### src/rtl/fp_mul_pkg.sv
// Shared constants and FSM encoding for the parametrised floating-point multiplier.
package fp_mul_pkg;

  localparam logic [1:0] RM_RNE = 2'b00;
  localparam logic [1:0] RM_RTZ = 2'b01;
  localparam logic [1:0] RM_RUP = 2'b10;
  localparam logic [1:0] RM_RDN = 2'b11;

  typedef enum logic [2:0] {
    ST_IDLE,
    ST_UNPACK,
    ST_MULT,
    ST_NORM,
    ST_ROUND,
    ST_DONE
  } state_t;

  localparam int FLG_INV = 3;
  localparam int FLG_OVF = 2;
  localparam int FLG_UNF = 1;
  localparam int FLG_INX = 0;

endpackage

### src/rtl/fp_sig_mul_seq.sv
// Iterative shift-add NxN unsigned multiplier, one multiplier bit per cycle.
module fp_sig_mul_seq #(
  parameter int N = 24
) (
  input  logic           clk,
  input  logic           rst,
  input  logic           start,
  input  logic [N-1:0]   a,
  input  logic [N-1:0]   b,
  output logic [2*N-1:0] prod,
  output logic           done
);

  localparam int CW = $clog2(N + 1);

  logic [N-1:0]   mcand_reg;
  logic [2*N-1:0] acc_reg;
  logic [CW-1:0]  cnt_reg;
  logic           run_reg;
  logic [N:0]     sum;
  logic [2*N-1:0] acc_next;

  // Upper half accumulates; the multiplier shifts out of the lower half.
  assign sum      = {1'b0, acc_reg[2*N-1:N]} + (acc_reg[0] ? {1'b0, mcand_reg} : '0);
  assign acc_next = {sum, acc_reg[N-1:1]};

  always_ff @(posedge clk) begin
    if (rst) begin
      run_reg <= 1'b0;
      cnt_reg <= '0;
    end else if (start) begin
      mcand_reg <= a;
      acc_reg   <= {{N{1'b0}}, b};
      cnt_reg   <= CW'(N);
      run_reg   <= 1'b1;
    end else if (run_reg) begin
      acc_reg <= acc_next;
      cnt_reg <= cnt_reg - CW'(1);
      if (cnt_reg == CW'(1)) run_reg <= 1'b0;
    end
  end

  // done marks the final step; prod is complete from the following cycle.
  assign done = run_reg && (cnt_reg == CW'(1));
  assign prod = acc_reg;

endmodule

### src/rtl/fp_mul_param.sv
// Multi-cycle IEEE-754 multiplier with parametrised widths, run-time rounding and flags.
module fp_mul_param
  import fp_mul_pkg::*;
#(
  parameter int  EXP_W = 8,
  parameter int  MAN_W = 23,
  localparam int W     = 1 + EXP_W + MAN_W
) (
  input  logic         clk,
  input  logic         rst,
  input  logic         ready,
  input  logic [W-1:0] op1,
  input  logic [W-1:0] op2,
  input  logic [1:0]   rnd_mode,
  output logic [W-1:0] res,
  output logic         done,
  output logic         busy,
  output logic [3:0]   flags
);

  localparam int N  = MAN_W + 1;
  localparam int EW = EXP_W + 2;
  localparam logic signed [EW-1:0] EXP_BIAS = EW'((1 << (EXP_W - 1)) - 1);
  localparam logic signed [EW-1:0] EXP_SAT  = EW'((1 << EXP_W) - 1);
  localparam logic signed [EW-1:0] EXP_ONE  = EW'(1);
  localparam logic signed [EW-1:0] EXP_ZERO = '0;
  localparam logic [EXP_W-1:0]     EXP_MAXF = EXP_W'((1 << EXP_W) - 2);

  state_t                 state_reg, state_next;
  logic [W-1:0]           op_reg [2];
  logic [1:0]             rm_reg;
  logic                   sign_reg;
  logic signed [EW-1:0]   exp_reg;
  logic [N-1:0]           sig_reg;
  logic                   guard_reg, sticky_reg;
  logic [W-1:0]           res_reg;
  logic [3:0]             flags_reg;

  logic [EXP_W-1:0]       exp_fld [2];
  logic [N-1:0]           sig_fld [2];
  logic [1:0]             is_zero, is_inf, is_nan;

  genvar gi;
  generate
    for (gi = 0; gi < 2; gi++) begin : g_unpack
      // Subnormals share the zero class, which flushes them silently.
      assign exp_fld[gi] = op_reg[gi][W-2 -: EXP_W];
      assign sig_fld[gi] = {1'b1, op_reg[gi][MAN_W-1:0]};
      assign is_zero[gi] = (exp_fld[gi] == '0);
      assign is_inf[gi]  = (&exp_fld[gi]) && (op_reg[gi][MAN_W-1:0] == '0);
      assign is_nan[gi]  = (&exp_fld[gi]) && (op_reg[gi][MAN_W-1:0] != '0);
    end
  endgenerate

  logic                 sign_u, special;
  logic signed [EW-1:0] exp_u;
  logic [W-1:0]         spec_res;
  logic [3:0]           spec_flags;

  assign sign_u  = op_reg[0][W-1] ^ op_reg[1][W-1];
  assign exp_u   = $signed({2'b00, exp_fld[0]}) + $signed({2'b00, exp_fld[1]}) - EXP_BIAS;
  assign special = |{is_zero, is_inf, is_nan};

  always_comb begin
    spec_res   = {sign_u, {(W-1){1'b0}}};
    spec_flags = '0;
    if ((|is_nan) || ((|is_inf) && (|is_zero))) begin
      spec_res              = {1'b0, {EXP_W{1'b1}}, 1'b1, {(MAN_W-1){1'b0}}};
      spec_flags[FLG_INV]   = 1'b1;
    end else if (|is_inf) begin
      spec_res = {sign_u, {EXP_W{1'b1}}, {MAN_W{1'b0}}};
    end
  end

  logic           mul_start, mul_done;
  logic [2*N-1:0] prod;

  assign mul_start = (state_reg == ST_UNPACK) && !special;

  fp_sig_mul_seq #(.N(N)) u_sig_mul (
    .clk   (clk),
    .rst   (rst),
    .start (mul_start),
    .a     (sig_fld[0]),
    .b     (sig_fld[1]),
    .prod  (prod),
    .done  (mul_done)
  );

  logic [N-1:0]         norm_sig;
  logic                 norm_guard, norm_sticky;
  logic signed [EW-1:0] norm_exp;

  always_comb begin
    if (prod[2*N-1]) begin
      norm_sig    = prod[2*N-1 -: N];
      norm_guard  = prod[N-1];
      norm_sticky = |prod[N-2:0];
      norm_exp    = exp_reg + EXP_ONE;
    end else begin
      norm_sig    = prod[2*N-2 -: N];
      norm_guard  = prod[N-2];
      norm_sticky = |prod[N-3:0];
      norm_exp    = exp_reg;
    end
  end

  logic                 round_inc, to_inf;
  logic [N:0]           sig_inc;
  logic [MAN_W-1:0]     rnd_frac;
  logic signed [EW-1:0] rnd_exp;
  logic [W-1:0]         rnd_res;
  logic [3:0]           rnd_flags;

  always_comb begin
    case (rm_reg)
      RM_RNE:  round_inc = guard_reg & (sticky_reg | sig_reg[0]);
      RM_RUP:  round_inc = (guard_reg | sticky_reg) & ~sign_reg;
      RM_RDN:  round_inc = (guard_reg | sticky_reg) & sign_reg;
      default: round_inc = 1'b0;
    endcase
    to_inf  = (rm_reg == RM_RNE) || ((rm_reg == RM_RUP) && !sign_reg) ||
              ((rm_reg == RM_RDN) && sign_reg);
    sig_inc = {1'b0, sig_reg} + {{N{1'b0}}, round_inc};
    // A carry out leaves 10...0, so renormalising is a shift and exponent bump.
    if (sig_inc[N]) begin
      rnd_frac = sig_inc[MAN_W:1];
      rnd_exp  = exp_reg + EXP_ONE;
    end else begin
      rnd_frac = sig_inc[MAN_W-1:0];
      rnd_exp  = exp_reg;
    end
    rnd_res            = {sign_reg, rnd_exp[EXP_W-1:0], rnd_frac};
    rnd_flags          = '0;
    rnd_flags[FLG_INX] = guard_reg | sticky_reg;
    if (rnd_exp >= EXP_SAT) begin
      rnd_flags[FLG_OVF] = 1'b1;
      rnd_flags[FLG_INX] = 1'b1;
      rnd_res = to_inf ? {sign_reg, {EXP_W{1'b1}}, {MAN_W{1'b0}}}
                       : {sign_reg, EXP_MAXF, {MAN_W{1'b1}}};
    end else if (rnd_exp <= EXP_ZERO) begin
      rnd_flags[FLG_UNF] = 1'b1;
      rnd_flags[FLG_INX] = 1'b1;
      rnd_res            = {sign_reg, {(W-1){1'b0}}};
    end
  end

  always_comb begin
    state_next = state_reg;
    case (state_reg)
      ST_IDLE:   if (ready) state_next = ST_UNPACK;
      ST_UNPACK: state_next = special ? ST_DONE : ST_MULT;
      ST_MULT:   if (mul_done) state_next = ST_NORM;
      ST_NORM:   state_next = ST_ROUND;
      ST_ROUND:  state_next = ST_DONE;
      default:   state_next = ST_IDLE;
    endcase
  end

  always_ff @(posedge clk) begin
    if (rst) begin
      state_reg <= ST_IDLE;
      res_reg   <= '0;
      flags_reg <= '0;
    end else begin
      state_reg <= state_next;
      case (state_reg)
        ST_IDLE: if (ready) begin
          op_reg[0] <= op1;
          op_reg[1] <= op2;
          rm_reg    <= rnd_mode;
        end
        ST_UNPACK: begin
          sign_reg <= sign_u;
          exp_reg  <= exp_u;
          if (special) begin
            res_reg   <= spec_res;
            flags_reg <= spec_flags;
          end
        end
        ST_NORM: begin
          sig_reg    <= norm_sig;
          guard_reg  <= norm_guard;
          sticky_reg <= norm_sticky;
          exp_reg    <= norm_exp;
        end
        ST_ROUND: begin
          res_reg   <= rnd_res;
          flags_reg <= rnd_flags;
        end
        default: ;
      endcase
    end
  end

  assign res   = res_reg;
  assign flags = flags_reg;
  assign done  = (state_reg == ST_DONE);
  assign busy  = (state_reg != ST_IDLE);

endmodule

### config.mk
export PLATFORM = sky130hd
export DESIGN_NAME = fp_mul_param
export DESIGN_NICKNAME = d
export VERILOG_FILES = /design/src/rtl/fp_mul_pkg.sv /design/src/rtl/fp_sig_mul_seq.sv /design/src/rtl/fp_mul_param.sv
export SDC_FILE = /design/constraint.sdc
export NUM_CORES = 1
export LEC_CHECK = 0
export CAP_MARGIN = 5
export CELL_PAD_IN_SITES_DETAIL_PLACEMENT = 0
export CELL_PAD_IN_SITES_GLOBAL_PLACEMENT = 1
export CORE_MARGIN = 5
export CORE_UTILIZATION = 47
export DETAILED_ROUTE_END_ITERATION = 10
export MAX_ROUTING_LAYER = met4
export PLACE_DENSITY = 0.81
export SLEW_MARGIN = 10
export SYNTH_ARGS = -nofsm -noshare
export SYNTH_HDL_FRONTEND = slang
export SYNTH_HIERARCHICAL = 1
export SYNTH_SLANG_ARGS = --single-unit
### constraint.sdc
create_clock -name clk -period 8.7 [get_ports clk]
set_input_delay 1.74 -clock clk [delete_from_list [all_inputs] [get_ports clk]]
set_output_delay 1.74 -clock clk [all_outputs]
set_load 0.02 [all_outputs]
Yosys cells after proc, flatten, opt, wreduce, memory -nomap -nowiden:

Memories as Yosys holds them, arrays and structs flattened.
Cells that the tools add are included.

* bits in writable memories: 64
* bits in registers: 155
* memories: 1
* output and inout bits: 38

Memory list
* op_reg: depth 2, bits a word 32, read ports 2, clocked after memory_dff 0, write ports 2, RTL line fp_mul_param.sv:30 `logic [W-1:0] op_reg [2];`

* bitwise gates (word level): 8
* $lt $le $gt $ge: 2
* equal/unequal tests: 12
* muxes and demuxes: 38
* reduce and logical (&&, ||, !) cells: 43
* add/sub/neg operators: 6

Operators by type and width (number)
* 2-to-1 mux 31 bit: 3
* 2-to-1 mux 23 bit: 3
* 2-to-1 mux 32 bit: 2
* case mux 32 bit (2 select lines): 1
* 2-to-1 mux 24 bit: 2
* 2-to-1 mux 48 bit: 1
* zero test 23 bit: 2
* nonzero test 23 bit: 2
* adder 24 x 1 -> 25 bit: 1
* adder 24 x 24 -> 25 bit: 1
* OR reduction 23 bit: 1
* OR reduction 22 bit: 1
* 2-to-1 mux 10 bit: 2
* case mux 10 bit (2 select lines): 1
* zero test 8 bit: 2
* AND reduction 8 bit: 2
* case mux 3 bit (5 select lines): 1
* 2-to-1 mux 1 bit: 13
* AND reduction 2 bit: 6
* adder 10 x 2 -> 10 bit, second input constant: 1
* greater-or-equal comparator 10 x 9 -> 1 bit, second input constant: 1
* less-or-equal comparator 10 x 1 -> 1 bit, second input constant: 1
* 2-to-1 mux 5 bit: 2
* subtractor 9 x 7 -> 10 bit, second input constant: 1
* other kinds (28): 56

Depth between registers and ports, before layout:

* depth after elaboration: 9
* mapped depth: 19

Cells and area by module:

The synthesis kept the hierarchy.

Modules (own cells, without submodules)
* fp_mul_param: sequential area each 3873.7 sq um, cells each 634, area an instance 7015.5 sq um, times used 1
* fp_sig_mul_seq: sequential area each 2282.2 sq um, cells each 361, area an instance 4330.4 sq um, times used 1

Least setup slack after synthesis:

No wires, ideal clock.

* path type: input-to-reg
* start point: in rst
* end point: mem op_reg[0][0] (netlist bit) (enable)
* setup slack: 1.466 ns
* buffers on the path: 1
* arrival: 6.656 ns
* data required time: 8.122 ns
* cell stages on the path: 2
* cells stage by stage: clkbuf_1 nor3b_1

RTL lines
* start, declared: RTL line fp_mul_param.sv:10 `input logic rst,`
* end, declared: RTL line fp_mul_param.sv:30

Worst setup path after layout:

* start point: reg rm_reg[1]
* end point: reg res_reg[10], in the netlist res[10]

* cells in the longest elaborated chain, start to end: 8

Ends and longest elaborated chain
* start, declared: RTL line fp_mul_param.sv:31 `logic [1:0] rm_reg;`
* start signal, assigned: RTL line fp_mul_param.sv:171 `rm_reg <= rnd_mode;`
* == test 2 bit, or another cell as far along: RTL line fp_mul_param.sv:116, fp_mul_param.sv:123
* case mux 1 bit (3 select lines): RTL line fp_mul_param.sv:116 `case (rm_reg)`
* adder 24 x 1 -> 25 bit: RTL line fp_mul_param.sv:124 `sig_inc = {1'b0, sig_reg} + {{N{1'b0}}, round_inc};`
* 2-to-1 mux 10 bit: RTL line fp_mul_param.sv:126 `if (sig_inc[N]) begin`
* less-or-equal comparator 10 x 1 -> 1 bit: RTL line fp_mul_param.sv:141 `end else if (rnd_exp <= EXP_ZERO) begin`
* 2-to-1 mux 31 bit: RTL line fp_mul_param.sv:141
* 2-to-1 mux 31 bit *: RTL line fp_mul_param.sv:136 `if (rnd_exp >= EXP_SAT) begin`
* case mux 32 bit (2 select lines) *: RTL line fp_mul_param.sv:167 `case (state_reg)`
* end signal, assigned: RTL line fp_mul_param.sv:177 `res_reg <= spec_res;`
* end signal, assigned: RTL line fp_mul_param.sv:188 `res_reg <= rnd_res;`
* end, declared: RTL line fp_mul_param.sv:36 `logic [W-1:0] res_reg;`

Mark *: on every way between the ends. The rest lies on a longest branch, timed or not.
A chain may end at the register's enable or synchronous reset.

==> summary.txt <==
Global routing
  – Global routing's busiest layer: met1
  – Vias in the first global route: 7347
  – Met1 Use GR: 0.275
  – First-pass GRT wire length: 39600 um
  – Initial antenna violation count: 0
  – Grt ovf: 0
  – Largest net degree at the start of global routing: 65
  – GRT met3 Usage: 0.0298
  – Routing usage on met2: 0.267
  – Tot GR Track Use: 0.185

Timing
  – Fin Setup TNS: 0 ns
  – Max-slew headroom: 0.295
  – Worst Tran Pin Value: 1.05 ns
  – Unrepaired setup endpoints after global routing: no
  – Max frequency: 0.218 GHz
  – Final period utilization: 0.528
  – Tmin final: 4.59 ns
  – Final setup violation count: 0
  – Hold Violations, Final: 0
  – Post-route worst setup slack: 4.11 ns
  – Clock skew: 0.0191 ns
  – Fin. max-slew vios: 0

Placed design
  – DP HPWL: 18200 um
  – Buffers on Ports: 106
  – Placer Congestion: 0.913
  – DP Worst Slack: 4.13 ns

Floorplanning
  – Io pins: 107
  – Total core area: 23600 sq um
  – Initial Util: 0.481
  – Die area: 27300 sq um
  – Die width: 165 um
  – Cell row count: 56
  – Chip height: 165 um

Worst setup path
  – CP endpoint kind: flip-flop
  – Startpoint types: flip-flop
  – Largest delay share family, worst path: simple AND/OR/NAND/NOR gates
  – Critical path cell sequence: and2_1 -> ha_1 -> nor2b_1 -> a21oi_1 -> o22ai_1 -> ha_1 -> ha_1 -> and3_1 -> nand4_1 -> nor2_2 -> a221oi_1 -> o31ai_4 -> nand2_1 -> o21ai_2 -> o21ai_1
  – CP bufs+invs: 0
  – CP Data Required Time: 9.07 ns
  – Most frequent CP cell: ha_1
  – Max incr delay on CP: 0.69 ns
  – Worst R2R Setup Slack: 4.11 ns
  – Crit path max fanout: 22
  – Crit path DAT: 4.96 ns
  – Crit Path Class: flip-flop to flip-flop
  – Critical-path top delay cell: o21ai_2

Drt
  – Total length of routed wires: 24400 um
  – Vias post-DR: 7707
  – First-pass DRT Iterations: 5
  – Via-per-instance ratio: 5.42
  – Residual DRC: 0
  – Final ANT Viol Nets: 0
  – Starting DRT DRC Count: 632
  – Wire per inst: 17.2 um

Power and ir drop
  – PD cells: 199 nW/um^2
  – Power, Total: 0.00267 W
  – Max VDD drop: 0.163 mV
  – Leak: 4.62 nW

Clock network
  – CTS resizes: 0
  – Num Clock Sinks: 220
  – Setup bufs post-CTS: 0
  – Clock Path Buffers: 3
  – TritonCTS clock tree: built
  – Clock buffer count from CTS: 24
  – Register clock-pin slew on the reported worst setup and hold paths: 0.06 ns
  – Skew-Pair Late Insertion Delay: 0.52 ns
  – Root buffer cell: clkbuf_16
  – H-tree depth: 1
  – CTS Hold Bufs: 0

Finish
  – Max FFs per register: 64
  – Layout fillers: 1999
  – Syn-to-layout area delta: 18.4%
  – Finished Core Util: 0.569
  – Layout cells sized above 1: 0.118
  – Ant diodes: 0
  – Fin nets: 1201

Outcome
  – Outcome: finished, final reports clean

Job
  – Max-cap violation count: 0

Yosys
  – Synth Register Bits: 220
  – Syn Inst Count: 995
  – Top_reg_cell synth: edfxtp_1
  – EDFF count, synth: 175
  – Yosys cell types: 76
  – Commonest cells post-synth: edfxtp_1 (175), nand2_1 (90), nor2_1 (68), mux2_2 (50), a21oi_1 (46)
  – Avg Synthesized Cell Area: 11.4 sq um
  – Post-synthesis sequential area ratio: 0.543
  – Post-synth top area cell: edfxtp_1
  – Cell with the most instances after synthesis: edfxtp_1
  – Top cell type's share of synthesized area: 0.463
  – Top cells by area, synth: edfxtp_1 (46%), dfxtp_1 (7.9%), ha_1 (5.0%), mux2_2 (5.0%), xnor2_1 (3.2%)
  – Synth Cell Area: 11300 sq um
  – Synth Warn #: 6
  – Async SR Flop Fraction: 0

Worst hold path
  – Hold Crit Class: flip-flop to flip-flop
## cell usage in the layout (no fill, tap or decap), types with 21 or more instances in the layout
cell type        Yosys  final
and2_1              35     35
ha_1                45     45
mux2_2              50     50
clkdlybuf4s50_1      0    106
o21ai_0             21     21
nand2_1             90     90
a21oi_1             46     46
o21ai_1             26     26
edfxtp_1           175    175
xnor2_1             42     42
nor4_1              21     21
clkbuf_16            0     25
nand3_1             21     21
a31oi_1             25     25
nor2_1              68     65
dfxtp_1             45     45
## layout make-up
type                            count  area, sq um  share of cell area
Sequential cell                   220         6160               0.458
Multi-Input combinational cell    707         4930               0.367
Tap cell                          319          399              0.0297
Clock inverter                     14         86.3             0.00643
Clock buffer                       30          678              0.0505
Inverter                           19         71.3             0.00531
Timing Repair Buffer              113         1110              0.0829
## through the flow
stage	hold WS, ns	instances	area (sq um)
2_1_floorplan	0.427	996	11300
3_3_place_gp	0.430	1378	12700
4_1_cts	0.449	1422	13400
3_5_place_dp	0.436	1378	12700
5_1_grt	0.464	1422	13400
6_report	0.447	1422	13400
## power by group
part	leakage (nW)	total, W	internal (W)	switching (W)
sequential	1.97	0.00129	0.00123	0.0000598
clock	0.377	0.000963	0.000555	0.000408
combinational	2.27	0.000414	0.000193	0.000221
## worst min-delay path, stage by stage, from the launching register on
cell and delay [ns]:
dfxtp_1 0.31, nand2_1 0.05, o21ai_1 0.05
## path summary, 6_finish.rpt
check / start / depth (start not counted) / endpoint
max reg2reg: rm_reg[1] / 15 / res[10]
min reg2reg: res[20] / 2 / res[20]
min: res[20] / 2 / res[20]
max: rm_reg[1] / 15 / res[10]
## layer usage
metal | vias to the layer above | routed length, um
li1 | 3906 | -
met2 | 173 | 10700
met3 | 31 | 1320
met1 | 3597 | 11900
met5 | - | 0
met4 | 0 | 570
## cells by family after synthesis
family                   Yosys count  synth area share
other                              1          0.000331
multiplexers                      58            0.0573
flip-flops                       220             0.543
adder cells (fa/ha/maj)           47            0.0532
XOR/XNOR                          62            0.0479
buffers and inverters             69            0.0261
AO/OA/AOI/OAI                    200             0.120
AND/OR/NAND/NOR                  338             0.153
(Power assumes the default switching activity.)
